[src/rtl/univ_shift_reg.sv]
// rtl/univ_shift_reg.sv - universal shift register with shift-frame counter (optional rotate: SHIFT_ROTATE_EN)
module univ_shift_reg #(
    parameter int WIDTH = 16
) (
    input  logic                     clk,
    input  logic                     rst,
    input  logic                     en,
    input  logic [1:0]               mode,
    input  logic                     ser_in_r,
    input  logic                     ser_in_l,
    input  logic [WIDTH-1:0]         d,
`ifdef SHIFT_ROTATE_EN
    input  logic                     rot,
`endif
    output logic [WIDTH-1:0]         q,
    output logic                     ser_out_r,
    output logic                     ser_out_l,
    output logic [$clog2(WIDTH)-1:0] cnt,
    output logic                     done
);

    localparam int CW = $clog2(WIDTH);
    localparam logic [CW-1:0] CNT_LAST = CW'(WIDTH - 1);

    localparam logic [1:0] MODE_HOLD  = 2'b00;
    localparam logic [1:0] MODE_RIGHT = 2'b01;
    localparam logic [1:0] MODE_LEFT  = 2'b10;
    localparam logic [1:0] MODE_LOAD  = 2'b11;

    logic          fill_r;
    logic          fill_l;
    logic          cnt_wrap;
    logic [CW-1:0] cnt_step;

    // Bits entering each end on a shift: serial inputs, or the opposite end when rotating
    always_comb begin
        fill_r = ser_in_r;
        fill_l = ser_in_l;
`ifdef SHIFT_ROTATE_EN
        if (rot) begin
            fill_r = q[0];
            fill_l = q[WIDTH-1];
        end
`endif
    end

    // Next shift count; explicit compare so non-power-of-two widths wrap at WIDTH
    always_comb begin
        cnt_wrap = (cnt == CNT_LAST);
        cnt_step = cnt_wrap ? '0 : cnt + CW'(1);
    end

    // Register, counter and frame pulse; done defaults low so it lasts one cycle
    always_ff @(posedge clk) begin
        if (rst) begin
            q    <= '0;
            cnt  <= '0;
            done <= 1'b0;
        end else begin
            done <= 1'b0;
            if (en) begin
                case (mode)
                    MODE_RIGHT: begin
                        q    <= {fill_r, q[WIDTH-1:1]};
                        cnt  <= cnt_step;
                        done <= cnt_wrap;
                    end
                    MODE_LEFT: begin
                        q    <= {q[WIDTH-2:0], fill_l};
                        cnt  <= cnt_step;
                        done <= cnt_wrap;
                    end
                    MODE_LOAD: begin
                        q   <= d;
                        cnt <= '0;
                    end
                    MODE_HOLD: begin
                        q   <= q;
                        cnt <= cnt;
                    end
                    default: begin
                        q   <= q;
                        cnt <= cnt;
                    end
                endcase
            end
        end
    end

    assign ser_out_r = q[0];
    assign ser_out_l = q[WIDTH-1];

endmodule

[config.mk]
export PLATFORM = sky130hd
export DESIGN_NAME = univ_shift_reg
export DESIGN_NICKNAME = d
export VERILOG_FILES = /design/src/rtl/univ_shift_reg.sv
export SDC_FILE = /design/constraint.sdc
export NUM_CORES = 1
export LEC_CHECK = 0
export ABC_AREA = 0
export ABC_CLOCK_PERIOD_IN_PS = 1200
export BUFFER_PORTS_ARGS = -buffer_cell sky130_fd_sc_hd__buf_2
export CAP_MARGIN = 10
export CORE_ASPECT_RATIO = 0.75
export CORE_MARGIN = 2
export CORE_UTILIZATION = 42
export DETAILED_ROUTE_END_ITERATION = 10
export GPL_ROUTABILITY_DRIVEN = 0
export PLACE_DENSITY_LB_ADDON = 0.12
export SYNTH_ARGS = -nofsm -noshare
export SYNTH_HDL_FRONTEND = slang
export SYNTH_SLANG_ARGS = --single-unit
[constraint.sdc]
create_clock -name clk -period 1.2 [get_ports clk]
set_input_delay 0.24 -clock clk [delete_from_list [all_inputs] [get_ports clk]]
set_output_delay 0.24 -clock clk [all_outputs]
set_load 0.005 [all_outputs]
* After elaboration in Yosys (flattened, before gate mapping)
Index checks and enable logic that the tools add are counted.
** Storage, ports and cells
- Output and inout port bits :: 23
- Logic and storage cells :: 18
- Register bits after elaboration :: 21
** Operators by class
- Reduce and logical (&&, ||, !) cells :: 4
- $add $sub $neg :: 1
- Multiplexer cells :: 3
- Bitwise gates (word level) :: 3
- Eq/ne operators :: 4
** Operators by type and width (number)
- $pmux W16 S3 :: 1
- $pmux W4 S2 :: 1
- $add A4 B1 Y4 const B :: 1
- $eq A2 B2 Y1 const B :: 2
- $eq A4 B4 Y1 const B :: 1
- $mux W4 :: 1
- $not A1 Y1 :: 3
- $reduce_or A3 Y1 :: 1
- $eq A2 B1 Y1 const B :: 1
- $logic_not A2 Y1 :: 1
- $reduce_and A2 Y1 :: 1
- $reduce_or A2 Y1 :: 1

* Depth between registers and ports, before layout
- Depth in word-level cells :: 4
- Depth in mapped cells :: 7
- Mapped depth without buffers :: 5

* Worst setup path before layout
OpenSTA, ideal clock, no wires.
- Kind :: input-to-reg
- Start point :: input port mode[0]
- End point :: register cnt[3]
- Arrival :: 1.215 ns
- Path slack :: -0.089 ns
- Setup time :: 0.074 ns
- Path buffers :: 0
- Stages on the path :: 5
- Cells stage by stage :: inv_1 -> ha_1 -> nand2b_4 -> or4_1 -> a31oi_1
** Between the ends
- Longest elaborated chain between the ends :: 3
- Elaborated cells on any way between the ends :: 8
- Classes of those cells :: eq/ne (3); mux (1); bitwise (1); reduce/logical (3)
** Ends and longest elaborated chain
- start: declaration :: RTL line 8 : input logic [1:0] mode,
- $eq A2 B2 Y1 (tied with other cells) :: RTL line 62 : case (mode)
- $reduce_or A2 Y1 (no source line) / $not A1 Y1 (equally long branches)
- $pmux W4 S2 / $reduce_and A2 Y1 (equally long branches)
- end signal: assignment :: RTL line 65 : cnt <= cnt_step;
- end signal: assignment :: RTL line 70 : cnt <= cnt_step;
- end signal: assignment :: RTL line 79 : cnt <= cnt;
- end: declaration :: RTL line 18 : output logic [$clog2(WIDTH)-1:0] cnt,
Parallel ways exist; a longest one is shown, timed or not.
A chain may end at the register's enable or synchronous reset.

* Final worst setup path
- Start point :: register cnt[0]
- End point :: register cnt[0]
** Between the ends
- Longest elaborated chain between the ends :: 3
- Elaborated cells on any way between the ends :: 4
- Classes of those cells :: add/sub (1); eq/ne (1); mux (2)
** Ends and longest elaborated chain
- $add A4 B1 Y4 / $eq A4 B4 Y1 (equally long branches) :: RTL line 50, 49
- $mux W4 (*) :: RTL line 50 : cnt_step = cnt_wrap ? '0 : cnt + CW'(1);
- $pmux W4 S2 (*) :: RTL line 62
Mark *: on every way between the ends. The rest lies on a longest branch, timed or not.

==> summary.txt <==
Run status
  • Outcome: finished with violations
  • Violated checks: negative setup slack

Clocking
  • Worst-Skew Late Latency: a little over 0.3 ns
  • Clock Path Buffers: 2
  • Num CTS Buffers: 3
  • Clk Tree Root Cell: clkbuf_4
  • CTS tree: yes
  • Hold Buf Count CTS: 0
  • Clock Sinks: 21
  • Clock slew at reported path FFs: around 0.12 ns
  • H-tree depth: 1

Synth
  • Post-synth EDFFs: 0
  • Post-synth top cells: 21 x dfxtp_1, 20 x nand2_1, 17 x nor2_1
  • Top FF cell, synth: dfxtp_1
  • Post-Synthesis Net Count: between 150 and 200
  • Yosys warns: 0
  • Synth unique cells: 24
  • Synth top area cells: dfxtp_1 38%, a311oi_1 13%, a22oi_1 11%
  • Mapped Cells: ~130
  • #FFs+latches synth: 21
  • Syn_area_per_cell: 8.818 um2
  • Seq/Total Area, Yosys: 0.3814
  • Yosys top cell by area: dfxtp_1
  • Synth Cell Area: 1102 um2
  • Synth top area share: 0.3814
  • Fraction of registers with async set/reset: 0
  • Count leader, synth: dfxtp_1

Floorplan
  • Die area: roughly 3000 um2
  • Row count: 16
  • Core footprint: 2542 um2
  • Io pins: 46
  • Die X: 63.16 um
  • Initial Util: 0.4336
  • Die H: 48.37 um

GRT
  • Largest net degree at the start of global routing: 25
  • Initial antenna violation count: 0
  • First-pass GRT wire length: 4.705 mm
  • Remaining Overflow, GRT: 0
  • Number of global-route vias before repair: around 1000
  • GR Util All Layers: 0.1896

Cells and area
  • Filler cells: 250
  • Antenna cells: 0
  • Final core occ: 0.5773
  • Final nets: 200
  • Share of layout cells above drive strength 1: 0.4128
  • Syn-to-layout area delta: 33.14%

Detailed routing
  • Pre-antenna DRT Iters: 4
  • Drc violations: 0
  • Detailed Route WL: 2.820 mm
  • Antenna-violating nets left: 0
  • Vias per cell: 5.548
  • Avg WL per Cell: 13.56 um
  • Routed vias: 1154
  • Drt initial violations: 36

Timing
  • Worst-Margin Slew: 0.4220 ns
  • Final Cycle Share: 1.037
  • Slew headroom: 0.7187
  • RSZ-0062 raised after global routing: yes
  • Final Skew: ~0.0057 ns
  • Final worst setup slack: -0.04461 ns
  • Hold Vio Cnt, Final: 0
  • Hold Slack: approximately 0.17 ns
  • Slew Viols, Final: 0
  • Tmin final: 1.245 ns
  • Achievable Freq: 803.5 MHz
  • Setup-failing EPs final: 1

Worst setup path
  • Startpoint Class: flop
  • WP data required: around 1.4 ns
  • CP Class: flop to flop
  • Crit end category: flop
  • Crit-path max FO: 4
  • Critical path arrival: 1.49 ns

Placement
  • Hpwl dp: 1.975 mm
  • Port buffer count: 45

Power and ir drop
  • P_leak: 0.6183 nW
  • Pwr/cell area: 1009 nW/um2
  • IR drop worst, VDD: 0.0004976 V
  • Total power: 1.480 mW

Min path
  • Hold Path Class: input pin to flop

Run
  • Max-cap viol count: 0
-- timing repair --
item / CTS / global route
endpoints found under the setup margin: 3 / 10
gates resized for setup: 6 / 3
pin swaps: 3 / 3
setup buffers: 1 / 1
hold endpoints to repair: 0 / 0
-- per-stage QoR --
| stage | worst slack (ns) | setup TNS (ns) | instance area [um2] | cells |
|---|---|---|---|---|
| detailed placement | -0.2705 | -4.727 | 1393 | 202 |
| global route | -0.09593 | -0.1898 | 1468 | 208 |
| CTS | -0.04835 | -0.04981 | 1450 | 207 |
| global placement | -0.2521 | -4.196 | 1393 | 202 |
| finish | -0.04461 | -0.04461 | 1468 | 208 |
| floorplan | -0.01847 | -0.01847 | 1151 | 125 |
-- worst max-delay path: stages (launching register included) --
cell	delay [ns]
dfxtp_4	0.38
ha_4	0.17
nand3_2	0.07
or4b_4	0.45
a21oi_2	0.11
-- final cells by class --
cell class / instances / area, um2 / share of cell area
sequential: 21 / 425.4 / 0.2899
tap: 36 / 45.04 / 0.03069
multi-input combinational: 89 / 606.8 / 0.4135
inverter: 2 / 27.53 / 0.01876
clock buffer: 4 / 26.28 / 0.01790
timing repair buffer: 56 / 336.6 / 0.2293
-- final timing paths --
kind	startpoint	end	slack, ns	cells after the start
worst max-delay path	cnt[0]	cnt[0]	-0.04	4
worst min register to register	q[7]	q[6]	0.51	2
worst min-delay path	en	done	0.17	3
worst max register to register	cnt[0]	cnt[0]	-0.04	4
-- state kept, by name, summed over array words and instances (netlist names) --
register	count
cnt	4
done	1
q	16
-- logic make-up after synthesis --
kind of cell / share of synthesized area
DFF: 0.3814
adders and majority gates: 0.04540
buffers and inverters: 0.1044
AOI/OAI and AO/OA: 0.2599
and+or+nand+nor: 0.2089
-- cell usage in the layout, fill, tap and decap left out, types with 2 or more instances in the layout --
cell       n
ha_4       2
a22oi_1   16
nand2_1   20
buf_2     45
buf_4      8
nor2_1    17
a311oi_1  16
buf_12     2
a21oi_1    2
dfxtp_1   19
clkbuf_4   3
-- routing by layer --
| layer | vias to the layer above | part of all wire | track usage | routed length, um |
|---|---|---|---|---|
| li1 | 557 | - | - | - |
| met1 | 554 | 0.47 | 0.2529 | 1338 |
| met2 | 41 | 0.46 | 0.3085 | 1293 |
| met3 | 2 | 0.064 | 0.06279 | 180 |
| met4 | 0 | 0.0028 | 0.02222 | 8 |
| met5 | - | 0 | 0 | 0 |
-- power breakdown --
group          total [mW]  switching [mW]  internal, mW
clock               0.354           0.224         0.130
combinational       0.337           0.169         0.169
sequential          0.789          0.0463         0.743
total                1.48           0.439          1.04
No activity file was read; power rests on OpenSTA's default activity.
